<file path="src/rtl/fir_mac_seq.sv">
// fir_mac_seq: time-multiplexed FIR core with one signed multiply-accumulator.
// Each accepted sample costs TAPS MAC cycles plus one output cycle.
// Coefficients shift in serially while idle, and the delay line persists across samples.
// Build option FIR_SAT_EN: when defined, the output saturates to OUT_W bits.
// When it is undefined, the output keeps the low OUT_W bits (two's-complement wrap).
module fir_mac_seq #(
  parameter int DATA_W = 8,
  parameter int COEF_W = 8,
  parameter int TAPS   = 8,
  parameter int OUT_W  = 10,
  parameter int SHIFT  = 6
) (
  input  logic                     clk,
  input  logic                     rst_n,
  input  logic                     in_valid,
  output logic                     in_ready,
  input  logic signed [DATA_W-1:0] in_data,
  input  logic                     coef_load,
  input  logic signed [COEF_W-1:0] coef_data,
  output logic                     out_valid,
  output logic signed [OUT_W-1:0]  out_data,
  output logic                     busy
);
  localparam int ACC_W  = DATA_W + COEF_W + $clog2(TAPS);
  localparam int PROD_W = DATA_W + COEF_W;
  localparam int IDX_W  = $clog2(TAPS);
  localparam int WIDE_W = ACC_W + OUT_W;
  localparam logic [IDX_W-1:0] LAST = IDX_W'(TAPS - 1);

  typedef enum logic [1:0] {IDLE, MAC, DONE} state_t;
  state_t state, state_nx;

  logic signed [DATA_W-1:0] x    [TAPS];
  logic signed [COEF_W-1:0] coef [TAPS];
  logic signed [ACC_W-1:0]  acc;
  logic [IDX_W-1:0]         idx;
  logic                     accept, load;
  logic signed [PROD_W-1:0] prod;
  logic signed [ACC_W-1:0]  prod_ext;
  logic signed [WIDE_W-1:0] acc_sh;
  logic signed [OUT_W-1:0]  scaled;

  // A coefficient load takes priority, so it masks the sample handshake.
  assign in_ready = (state == IDLE) && !coef_load;
  assign accept   = in_valid && in_ready;
  assign load     = (state == IDLE) && coef_load;
  assign busy     = (state != IDLE);

  // The operands are sign-extended before multiplying, so the product stays full precision.
  assign prod     = PROD_W'(x[idx]) * PROD_W'(coef[idx]);
  assign prod_ext = ACC_W'(prod);
  // The accumulator is widened before the shift, so saturation can compare the full value.
  assign acc_sh   = WIDE_W'(acc) >>> SHIFT;

`ifdef FIR_SAT_EN
  localparam logic signed [WIDE_W-1:0] MAX_V = (WIDE_W'(1) <<< (OUT_W - 1)) - WIDE_W'(1);
  localparam logic signed [WIDE_W-1:0] MIN_V = ~MAX_V;
  // Clamp the scaled accumulator into the signed OUT_W range.
  always_comb begin
    scaled = OUT_W'(acc_sh);
    if (acc_sh > MAX_V)      scaled = OUT_W'(MAX_V);
    else if (acc_sh < MIN_V) scaled = OUT_W'(MIN_V);
  end
`else
  assign scaled = OUT_W'(acc_sh);
`endif

  // State register.
  always_ff @(posedge clk or negedge rst_n) begin
    if (!rst_n) state <= IDLE;
    else        state <= state_nx;
  end

  // Sequencing: IDLE -> MAC for TAPS cycles -> DONE for one cycle -> IDLE.
  always_comb begin
    state_nx = state;
    case (state)
      IDLE:    if (accept) state_nx = MAC;
      MAC:     if (idx == LAST) state_nx = DONE;
      DONE:    state_nx = IDLE;
      default: state_nx = IDLE;
    endcase
  end

  // Delay line shifts on each accept; the coefficient chain shifts on each idle load.
  always_ff @(posedge clk or negedge rst_n) begin
    if (!rst_n) begin
      for (int k = 0; k < TAPS; k++) begin
        x[k]    <= '0;
        coef[k] <= '0;
      end
    end else begin
      if (load) begin
        for (int k = 0; k < TAPS - 1; k++) coef[k] <= coef[k+1];
        coef[TAPS-1] <= coef_data;
      end
      if (accept) begin
        x[0] <= in_data;
        for (int k = 1; k < TAPS; k++) x[k] <= x[k-1];
      end
    end
  end

  // Accumulator and tap index: cleared on accept, stepped once per MAC cycle.
  always_ff @(posedge clk or negedge rst_n) begin
    if (!rst_n) begin
      acc <= '0;
      idx <= '0;
    end else if (accept) begin
      acc <= '0;
      idx <= '0;
    end else if (state == MAC) begin
      acc <= acc + prod_ext;
      idx <= idx + IDX_W'(1);
    end
  end

  // Result register: the DONE cycle drives a one-cycle valid pulse, and the data holds until the next result.
  always_ff @(posedge clk or negedge rst_n) begin
    if (!rst_n) begin
      out_valid <= 1'b0;
      out_data  <= '0;
    end else begin
      out_valid <= (state == DONE);
      if (state == DONE) out_data <= scaled;
    end
  end
endmodule

</file>
<file path="config.mk">
export PLATFORM = sky130hd
export DESIGN_NAME = fir_mac_seq
export DESIGN_NICKNAME = d
export VERILOG_FILES = /design/src/rtl/fir_mac_seq.sv
export SDC_FILE = /design/constraint.sdc
export NUM_CORES = 1
export LEC_CHECK = 0
export CORE_UTILIZATION = 55
export DETAILED_ROUTE_END_ITERATION = 7
export MAX_ROUTING_LAYER = met4
export PLACE_DENSITY = 0.7
export SLEW_MARGIN = 20
export SYNTH_ARGS = -nofsm -noshare
export SYNTH_HDL_FRONTEND = slang
export SYNTH_SLANG_ARGS = --single-unit
export TNS_END_PERCENT = 50
</file>
<file path="constraint.sdc">
create_clock -name clk -period 7 [get_ports clk]
set_input_delay 0.7 -clock clk [delete_from_list [all_inputs] [get_ports clk]]
set_output_delay 0.7 -clock clk [all_outputs]
set_load 0.005 [all_outputs]
</file>
==> summary.txt <==
status: finished, final reports clean
Hold Vio Cnt, Final: 0
Post-Route Setup TNS: 0 ps
Yosys Warn Count: 0
top-area cell type share of the netlist area: 40.1%
syn_area_per_cell: 11.4 um^2
PortBufs: 32
share of cells above drive strength 1: 18.8%
width of the die: 137 um
post-CTS setup buffer count: 0
post-cts sizing count: 0
fmax: 165 MHz
Netlist Area Pre-Place: 9990 um^2
GRT Overall Usage: 23.4%
Post-Syn Nets: 1004
RR Startpoint: idx[0]$_DFFE_PN0P_
via count: 6150
largest net degree at the start of global routing: 106
initial antenna violation count: 0
Hold WC Path Type: in -> async
die height: 137 um
Setup-failing EPs final: 0
R2R depth: 17
Reg2Reg Setup Slack: 950 ps
gr ovfl total: 0
Final min period: 6050 ps
Post-Synthesis Cells: 874
Sink Count: 160
worst skew pair latency: 420 ps
DRC: 0
hold buffers post-CTS: 0
largest cells by area after synthesis: dfrtp_1 (40%), fa_1 (14%), mux2_2 (8.5%)
Worst setup SP type: flop
RSZ-0062 raised after global routing: false
DRT antenna net count: 0
Detailed Place HPWL: 13.1 mm
# diodes: 0
io pins: 33
row count: 48
area of the multi-input gates: 5470 um^2
CTS max path bufs: 2
headroom to the max-slew limit: 33.4%
GPL Wtd Cong: 0.802
CP Data Arrival Time: 6370 ps
Layout fillers: 1360
starting DRC count in detailed routing: 364
H-tree depth: 4
Layout area overhead: 10.6%
Initial Utilization: 57.0%
CTS tree: built
Worst EP required: 7320 ps
final WL: 18.5 mm
register area share after synthesis: 40.1%
storage element area: 4010 um^2
r2r endpoint: acc[14]$_DFFE_PN0P_
die area: 18700 um^2
skew final: 7.02 ps
first-pass GRT wire length: 32.3 mm
Root Buffer: clkbuf_16
Vias/cell: 5.40
worst slew pin tran: 998 ps
Synth area leader: dfrtp_1
CTS Buf Count: 17
Clock Pin Slew Worst Setup and Hold Paths: 60 ps
unique cell type count in the Yosys netlist: 42
final period utilization: 86.4%
max cap viols: 0
Core ar.: 17500 um^2
vias in the first global route: 6428
Final #Nets: 1032
Slew Limit Fails: 0
Initial DRT Pass Iterations: 5
#FFs+latches synth: 160
kind of critical path: reg -> reg
worst-path fanout max: 12
CP Launch Point: idx[0]$_DFFE_PN0P_
Crit. End Element: flop
drt wl/cell: 16.2 um
## worst max-delay path, cell delays in order (launching register included)
cell      delay, ps
dfrtp_2         590
buf_4           300
mux4_2          550
mux2i_4         340
nor2_1          120
fa_1            520
inv_1            50
fa_1            480
inv_1            60
fa_1            500
fa_1            530
fa_1            490
ha_1            330
o21a_1          120
o21ai_0         380
a211oi_1        170
o21a_1          210
o31ai_1         200
## placed cells by master, fill, tap and decap left out, types with 5 or more instances in the layout
cell type        synthesis  routed
o21ai_0                 20      20
o21a_1                   5       5
o31ai_1                  7       7
nor2_1                  36      36
inv_1                   76      76
nand2b_1                16      16
mux2_2                  75      75
buf_4                    1      10
xnor2_1                 14      14
ha_1                    39      39
fa_1                    71      71
nand3_1                  7       7
clkdlybuf4s50_1          0      31
nor2b_1                 13      13
dfrtp_1                160     159
nand2_1                221     220
mux4_2                  32      32
clkbuf_16                0      17
mux2i_4                 11      11
## kinds of logic after synthesis
group           Yosys count  synth area share (%)
simple gates            305                  12.6
flops                   160                  40.1
mux                     121                  18.5
buf+inv                 115                  5.33
fa+ha+maj               110                  19.1
compound gates           46                  2.87
xor+xnor                 17                  1.49
## per-layer routing
layer  wire (um)  share of wire, %  vias to the layer above  track usage (%)
met5           0                 0                        -                -
met4         216               1.2                        0             7.08
met3         514               2.8                       18             3.74
met2        8610                47                       95             34.9
met1        9110                49                     3136             33.1
li1            -                 -                     2901                -
## flip-flops by register name, summed over array words and instances, names as in the netlist
register,cells
idx,3
acc,16
coef,64
x,64
state,2
out_valid,1
out_data,10
## cell usage after synthesis (all sizes together)
| master | instances |
|---|---|
| mux4 | 32 |
| o21ai | 20 |
| o21a | 5 |
| mux2i | 13 |
| nand2b | 16 |
| xor2 | 3 |
| nand3 | 7 |
| xnor2 | 14 |
| buf | 23 |
| o2bb2ai | 1 |
| clkbuf | 12 |
| nor2 | 37 |
| o32ai | 1 |
| fa | 71 |
| or2 | 4 |
| a211oi | 4 |
| o21bai | 1 |
| mux2 | 76 |
| ha | 39 |
| a22oi | 1 |
| o31ai | 7 |
| a21o | 1 |
| nor2b | 14 |
| nor4 | 1 |
| dfrtp | 160 |
| a21oi | 4 |
| o22ai | 1 |
| nand2 | 221 |
| and2 | 2 |
| nor3 | 3 |
| inv | 80 |
## stage by stage
step	cell area [um^2]	hold WS, ps	util [%]	worst slack, ps	std cells
after floorplan	9990	404	-	1590	874
after global routing	11100	482	63.0	637	1139
final	11100	406	63.0	953	1139
after detailed placement	10500	463	59.8	922	1108
after global placement	10500	451	59.8	1060	1108
after CTS	11100	446	63.0	896	1139
## layout make-up
type	instances	share of cell area, %
Clock buffer	21	4.17
Multi-Input combinational cell	599	49.5
Tap cell	225	2.55
Clock inverter	10	0.917
Sequential cell	160	36.2
Timing Repair Buffer	44	3.95
Inverter	80	2.72
## how the worst max path moves through the flow
| stage | end | slack [ps] | cells after the start |
|---|---|---|---|
| after floorplan | acc[12]$_DFFE_PN0P_ | 1590 | 19 |
| after global placement | acc[13]$_DFFE_PN0P_ | 1060 | 18 |
| after detailed placement | acc[14]$_DFFE_PN0P_ | 920 | 17 |
| after CTS | acc[14]$_DFFE_PN0P_ | 900 | 17 |
| after global routing | acc[13]$_DFFE_PN0P_ | 640 | 18 |
| final | acc[14]$_DFFE_PN0P_ | 950 | 17 |
Power is left out: the tool's default activity adds up to more than one toggle a clock period on the data nets, which glitch-free logic cannot reach.
